## config.mk

```make
export PLATFORM = sky130hd
export DESIGN_NAME = debug_snapshot_streamer
export DESIGN_NICKNAME = d
export VERILOG_FILES = /design/src/rtl/debug_snapshot_streamer.sv
export SDC_FILE = /design/constraint.sdc
export NUM_CORES = 2
export LEC_CHECK = 0
export ABC_AREA = 1
export CORE_MARGIN = 2
export CORE_UTILIZATION = 45
export CTS_CLUSTER_SIZE = 8
export DETAILED_ROUTE_END_ITERATION = 10
export GPL_ROUTABILITY_DRIVEN = 0
export PLACE_DENSITY = 0.7
export SYNTH_ARGS = -nofsm -noshare
export SYNTH_HDL_FRONTEND = slang
export SYNTH_SLANG_ARGS = --single-unit
```

## constraint.sdc

```tcl
create_clock -name clk -period 64.1 [get_ports clk]
set_input_delay 6.41 -clock clk [delete_from_list [all_inputs] [get_ports clk]]
set_output_delay 6.41 -clock clk [all_outputs]
set_load 0.01 [all_outputs]
```

## src/rtl/debug_snapshot_streamer.sv

```systemverilog
// Debug snapshot streamer: live/snapshot direct-read port plus byte-serial dump
// of a frozen copy of all channels over a valid/ready byte stream.
module debug_snapshot_streamer #(
  parameter int NUM_CH = 24,
  parameter int DATA_W = 32,
  parameter int SEL_W  = 7
) (
  input  logic                     clk,
  input  logic                     rst,
  input  logic [NUM_CH*DATA_W-1:0] ch_data,
  input  logic [SEL_W-1:0]         rd_sel,
  input  logic                     rd_src,
  output logic [DATA_W-1:0]        rd_data,
  output logic                     rd_err,
  input  logic                     snap_req,
  input  logic                     snap_abort,
  output logic                     busy,
  output logic [7:0]               tx_data,
  output logic                     tx_valid,
  input  logic                     tx_ready,
  output logic                     done
);

  localparam int BYTES = DATA_W / 8;
  localparam int WI_W  = (NUM_CH > 1) ? $clog2(NUM_CH) : 1;
  localparam int BI_W  = (BYTES > 1) ? $clog2(BYTES) : 1;

  typedef enum logic [1:0] {IDLE, SEND, DONE} state_t;

  state_t            state, state_nx;
  logic [DATA_W-1:0] snap [NUM_CH];
  logic [WI_W-1:0]   word_idx;
  logic [BI_W-1:0]   byte_idx;
  logic              capture, advance, last_byte, last_word;
  logic              sel_ok;
  logic [DATA_W-1:0] rd_word, cur_word;
  logic [7:0]        cur_byte;

  assign capture   = (state == IDLE) && snap_req;
  assign advance   = (state == SEND) && tx_ready && !snap_abort;
  assign last_byte = (byte_idx == BI_W'(BYTES - 1));
  assign last_word = (word_idx == WI_W'(NUM_CH - 1));

  assign tx_valid = (state == SEND);
  assign busy     = (state == SEND);
  assign done     = (state == DONE);
  assign tx_data  = tx_valid ? cur_byte : 8'h00;

  // Direct-read mux; out-of-range selects leave sel_ok low.
  always_comb begin
    rd_word = '0;
    sel_ok  = 1'b0;
    for (int i = 0; i < NUM_CH; i++) begin
      if (rd_sel == SEL_W'(i)) begin
        sel_ok  = 1'b1;
        rd_word = rd_src ? snap[i] : ch_data[i*DATA_W +: DATA_W];
      end
    end
  end

  always_comb begin
    cur_word = '0;
    for (int i = 0; i < NUM_CH; i++)
      if (word_idx == WI_W'(i)) cur_word = snap[i];
    cur_byte = 8'h00;
    for (int b = 0; b < BYTES; b++)
      if (byte_idx == BI_W'(b)) cur_byte = cur_word[b*8 +: 8];
  end

  always_ff @(posedge clk or posedge rst) begin
    if (rst) state <= IDLE;
    else     state <= state_nx;
  end

  always_comb begin
    state_nx = state;
    case (state)
      IDLE: if (snap_req) state_nx = SEND;
      SEND: begin
        if (snap_abort)                          state_nx = IDLE;
        else if (tx_ready && last_byte && last_word) state_nx = DONE;
      end
      DONE:    state_nx = IDLE;
      default: state_nx = IDLE;
    endcase
  end

  always_ff @(posedge clk or posedge rst) begin
    if (rst) begin
      for (int i = 0; i < NUM_CH; i++) snap[i] <= '0;
      word_idx <= '0;
      byte_idx <= '0;
      rd_data  <= '0;
      rd_err   <= 1'b0;
    end else begin
      rd_data <= sel_ok ? rd_word : '0;
      rd_err  <= !sel_ok;
      if (capture) begin
        for (int i = 0; i < NUM_CH; i++) snap[i] <= ch_data[i*DATA_W +: DATA_W];
        word_idx <= '0;
        byte_idx <= '0;
      end else if ((state == SEND) && snap_abort) begin
        word_idx <= '0;
        byte_idx <= '0;
      end else if (advance) begin
        if (last_byte) begin
          byte_idx <= '0;
          word_idx <= last_word ? '0 : word_idx + 1'b1;
        end else begin
          byte_idx <= byte_idx + 1'b1;
        end
      end
    end
  end

endmodule
```

# Word-level counts from Yosys, hierarchy flattened
# Index checks and enable logic that the tools add are counted.
# totals
ff_bits	810
inputBits	781
elab_cells	215
# op_classes
addsub	2
eq_ne	53
n_mux	115
reduce_logical	16
# op_table
op	n
$mux W32	73
$eq A7 B4 Y1 const B	8
$eq A7 B5 Y1 const B	8
$eq A5 B4 Y1 const B	8
$eq A5 B5 Y1 const B	8
$mux W8	5
$eq A7 B3 Y1 const B	4
$mux W5	5
$mux W1	24
$eq A5 B3 Y1 const B	4
$eq A7 B2 Y1 const B	2
$mux W2	7
$eq A5 B2 Y1 const B	2
$eq A7 B1 Y1 const B	1
$logic_not A7 Y1	1
$eq A2 B2 Y1 const B	3
$logic_and A1 B1 Y1	6
$reduce_bool A3 Y1	2
$add A5 B1 Y5 const B	1
$eq A5 B1 Y1 const B	1
$logic_not A5 Y1	1
$eq A2 B1 Y1 const B	2
$logic_not A2 Y1	2
$pmux W2 S2	1
other kinds (5)	7

# Depth between registers and ports, before layout
# depth
word_depth	30
ltp_mapped	36
mapped_depth_nobuf	36

# Worst setup path after synthesis
# No wires, ideal clock.
# synth_timing
kind	register to output
startpoint	reg word_idx[0]
endpoint	out tx_data[3]
t_arrival_ns	2.808
required_ns	57.690
path_slack_ns	54.882
stages_incl_launch_ff	34
n_path_buf	1
cell_sequence	dfrtp_1 inv_1 ha_1 inv_2 nor2_2 nand2_1 nor2_4 buf_6 nand2_1 nand3_1 o211ai_1 nand3_1 nand2_1 nand3_1 nand2_1 nand4_1 nand3_1 nand2_1 nand2_1 nand3_1 nand3_1 nand3_1 nand3_1 nand2_1 nand2_1 nand2_1 nand2_1 nand2_1 nand2_1 nand2_1 nand2_1 a21oi_1 nor2_1 a21oi_1
# synth_between
elab_chain_len	30
word_cells_on_any_way	53
# synth_rtl
element	line_no	source
start, declared	32	logic [WI_W-1:0] word_idx;
start signal, assigned	108	word_idx <= last_word ? '0 : word_idx + 1'b1;
$logic_not A5 Y1	64	if (word_idx == WI_W'(i)) cur_word = snap[i];
$mux W32 (23 in series)	64	
$mux W32 (*)	64	
$mux W8 (3 in series)	67	if (byte_idx == BI_W'(b)) cur_byte = cur_word[b*8 +: 8];
$mux W8 (*)	67	
$mux W8 (*)	47	assign tx_data = tx_valid ? cur_byte : 8'h00;
end, declared	18	output logic [7:0] tx_data,
# Mark *: on every way between the ends. The rest lies on a longest branch, timed or not.

# Worst setup path after layout
# layout_timing
startpoint	reg word_idx[1]
endpoint	out tx_data[3]
# The elaborated chain is that of the path after synthesis.

==> flow_metrics.py <==
metrics = {
    "run_status": {
        "status": "completed",
    },
    "sta": {
        "max_freq_mhz": 77.4,
        "hold_ws_ns": 0.484,
        "fin_skew_ns": 0.0260,
        "fin_crit_ns": 12.91,
        "rsz0062_at_grt": "no",
        "slew_viol_final": 0,
        "worst_slew_pin_slew_ns": 1.40,
        "setup_violations": 0,
        "post-route-period-util": 0.201,
        "max-slew-margin-rel": 0.0426,
        "tns_ns": 0,
        "hold_viol_final": 0,
        "worst_slack_ns": 51.19,
    },
    "finish": {
        "drive_gt1_frac": 0.0398,
        "nFillCells": 11000,
        "nets": 9028,
        "syn_to_final_growth_pct": 22.3,
        "post-route-util": 0.556,
        "regArea_mm2": 0.0203,
        "multi_input_area_mm2": 0.0253,
    },
    "clock_network": {
        "cts_setup_buffers": 0,
        "cts_hold_buf": 0,
        "clk_pin_slew_ns": 0.05,
        "root_buffer": "clkbuf_16",
        "ctsLongestPathBuffers": 3,
        "clkLatencyLatePin_ns": 0.72,
        "cts_buffers": 112,
        "cts.repair.resized": 0,
        "htreeDepth": 3,
        "clock_sinks": 810,
        "cts_tree": "done",
    },
    "grt": {
        "antenna_found_initial": 13,
        "grt_pass1_vias": 52000,
        "overflow": 0,
        "grt_max_degree": 267,
        "grt_first_pass_wirelength_um": 351000,
        "global_route.usage.total": 0.404,
    },
    "floorplanning": {
        "core_area_mm2": 0.115,
        "start_util": 0.454,
        "row_count": 124,
        "die-area_mm2": 0.118,
        "die_w_um": 344,
        "die_h_um": 344,
        "pin_count": 825,
    },
    "worst_setup_path": {
        "cp_num_cells": 32,
        "slowest_stage": "clkdlybuf4s50_1",
        "worst-path-max-fanout": 31,
        "timing.rr.start": "snap[731]",
        "critPathLaunch": "word_idx[1]",
        "crit_type": "reg2out",
        "ff2ff_setup_slack_ns": 59.03,
        "r2r_cells": 15,
        "crit_top_cell": "nand2_1",
        "crit_end": "tx_data[3]",
        "critPathBufInv": 3,
        "cp_data_required_time_ns": 57.69,
        "slowest_delay_ns": 0.60,
        "rr_endpoint": "rd_data[27]",
        "arrival_ns": 6.50,
        "end_kind": "output port",
        "start_kind": "flip-flop",
        "cp_top_family": "simple AND/OR/NAND/NOR gates",
    },
    "drt": {
        "drtAntennaViolNets": 0,
        "vias_per_cell": 5.92,
        "wire_per_inst_um": 25.3,
        "drtIter0Drc": 9873,
        "drc_errors": 0,
        "wirelength_um": 247000,
        "drt_first_pass_iters": 9,
        "vias": 57800,
    },
    "synth": {
        "netlist_instances": 7756,
        "yosysTopAreaCellShare": 0.390,
        "syn_avg_cell_area_um2": 6.71,
        "ys_seq_elements": 810,
        "synth_nets": 8546,
        "synth-edff-count": 0,
        "yosys_most_used_dff": "dfrtp_1",
        "yosys.area.top_type": "dfrtp_1",
        "netlist_area_mm2": 0.0520,
        "ys.warnings.count": 0,
        "synth.most_common_cell": "nand2_1",
        "yosys-top-cells-count": "nand2_1, o21ai_0, inv_1",
        "yosys-top-cells-area": "dfrtp_1, nand2_1, o21ai_0",
        "async_reset_ff_frac": 1.00,
        "ys_seq_area_frac": 0.390,
        "synth.distinct_cells": 49,
    },
    "power_and_ir_drop": {
        "p_per_area_mw_per_mm2": 33.0,
        "total_power_uw": 2100,
        "peakVddDrop_uv": 23.4,
        "p_leak_uw": 0.0301,
    },
    "placed_design": {
        "pre_cts_slack_ns": 51.91,
        "numPortBuffers": 824,
        "hpwlAfterDp_um": 181000,
    },
    "run": {
        "cap_violations": 0,
    },
    "hold_path": {
        "hp-class": "reg2reg",
        "hold-path-cell-count": 2,
    },
}
-- layout make-up --
cell class,instances,area share
antenna,8,0.000315
inverter,1109,0.0657
tap,1512,0.0297
sequential,810,0.318
clock buffer,120,0.0450
multi-input combinational,5288,0.397
timing repair buffer,917,0.142
clock inverter,7,0.00138
-- worst reg2reg max path: cells and delay by family (launching register included) --
family | cells | cell delay, ns
AND/OR/NAND/NOR | 5 | 0.83
AO/OA/AOI/OAI | 10 | 3.72
flip-flops | 1 | 0.40
-- kinds of logic (layout without fill, tap and decap cells) --
group | Yosys count | after routing | synth area share
muxes | 26 | 26 | 0.00563
other | 0 | 8 | 0
adders and majority gates | 9 | 9 | 0.00216
DFF | 810 | 810 | 0.390
and+or+nand+nor | 3049 | 3049 | 0.234
buffers and inverters | 1658 | 2153 | 0.126
AOI/OAI and AO/OA | 2204 | 2204 | 0.243
-- through the flow --
stage | std cells | cell area (µm²)
6_report | 9771 | 63600
5_1_grt | 9766 | 63600
4_1_cts | 9763 | 63600
3_5_place_dp | 9636 | 60700
3_3_place_gp | 9636 | 60700
2_1_floorplan | 7756 | 52000
-- routing by layer --
metal,vias to the layer above,part of all wire,global-route usage
li1,26100,-,-
met1,26600,0.37,0.536
met2,4356,0.40,0.560
met3,769,0.13,0.107
met4,14,0.092,0.306
met5,-,0.00038,0
-- how the worst min path moves through the flow --
stage | from | to
finish | snap[168] | snap[168]
global route | snap[178] | snap[178]
CTS | state[1] | state[1]
detailed placement | state[1] | state[1]
global placement | state[1] | state[1]
floorplan | state[1] | state[1]
-- state kept, by name, indices dropped and copies added (netlist names) --
signal and cells:
rd_err 1, state 2, word_idx 5, snap 768, rd_data 32, byte_idx 2
-- power breakdown --
group	internal (µW)	switching, µW	total [µW]
Combinational	248	624	872
Clock	310	236	546
Sequential	615	68.1	683
-- placed cells by master (no fill, tap or decap), types with 7 or more instances in the layout --
| master | n |
|---|---|
| buf_12 | 7 |
| a221oi_1 | 14 |
| a2111o_1 | 11 |
| a21oi_1 | 424 |
| nand4_1 | 22 |
| nor3_1 | 14 |
| dfrtp_1 | 810 |
| clkbuf_16 | 113 |
| nand3b_1 | 9 |
| nand2_1 | 2105 |
| o211ai_1 | 329 |
| or2_2 | 24 |
| nand2_2 | 7 |
| a31oi_1 | 16 |
| ha_1 | 9 |
| mux2_2 | 26 |
| diode_2 | 8 |
| a22oi_1 | 22 |
| o21ai_0 | 1159 |
| nor3_2 | 9 |
| nor2_2 | 12 |
| inv_1 | 1082 |
| o2111ai_1 | 24 |
| a2111oi_0 | 17 |
| o22ai_1 | 22 |
| clkdlybuf4s50_1 | 823 |
| nand3_1 | 352 |
| buf_4 | 86 |
| o21ai_1 | 19 |
| nor2_1 | 481 |
| inv_2 | 19 |
| a211oi_1 | 124 |
(Power assumes the default switching activity.)
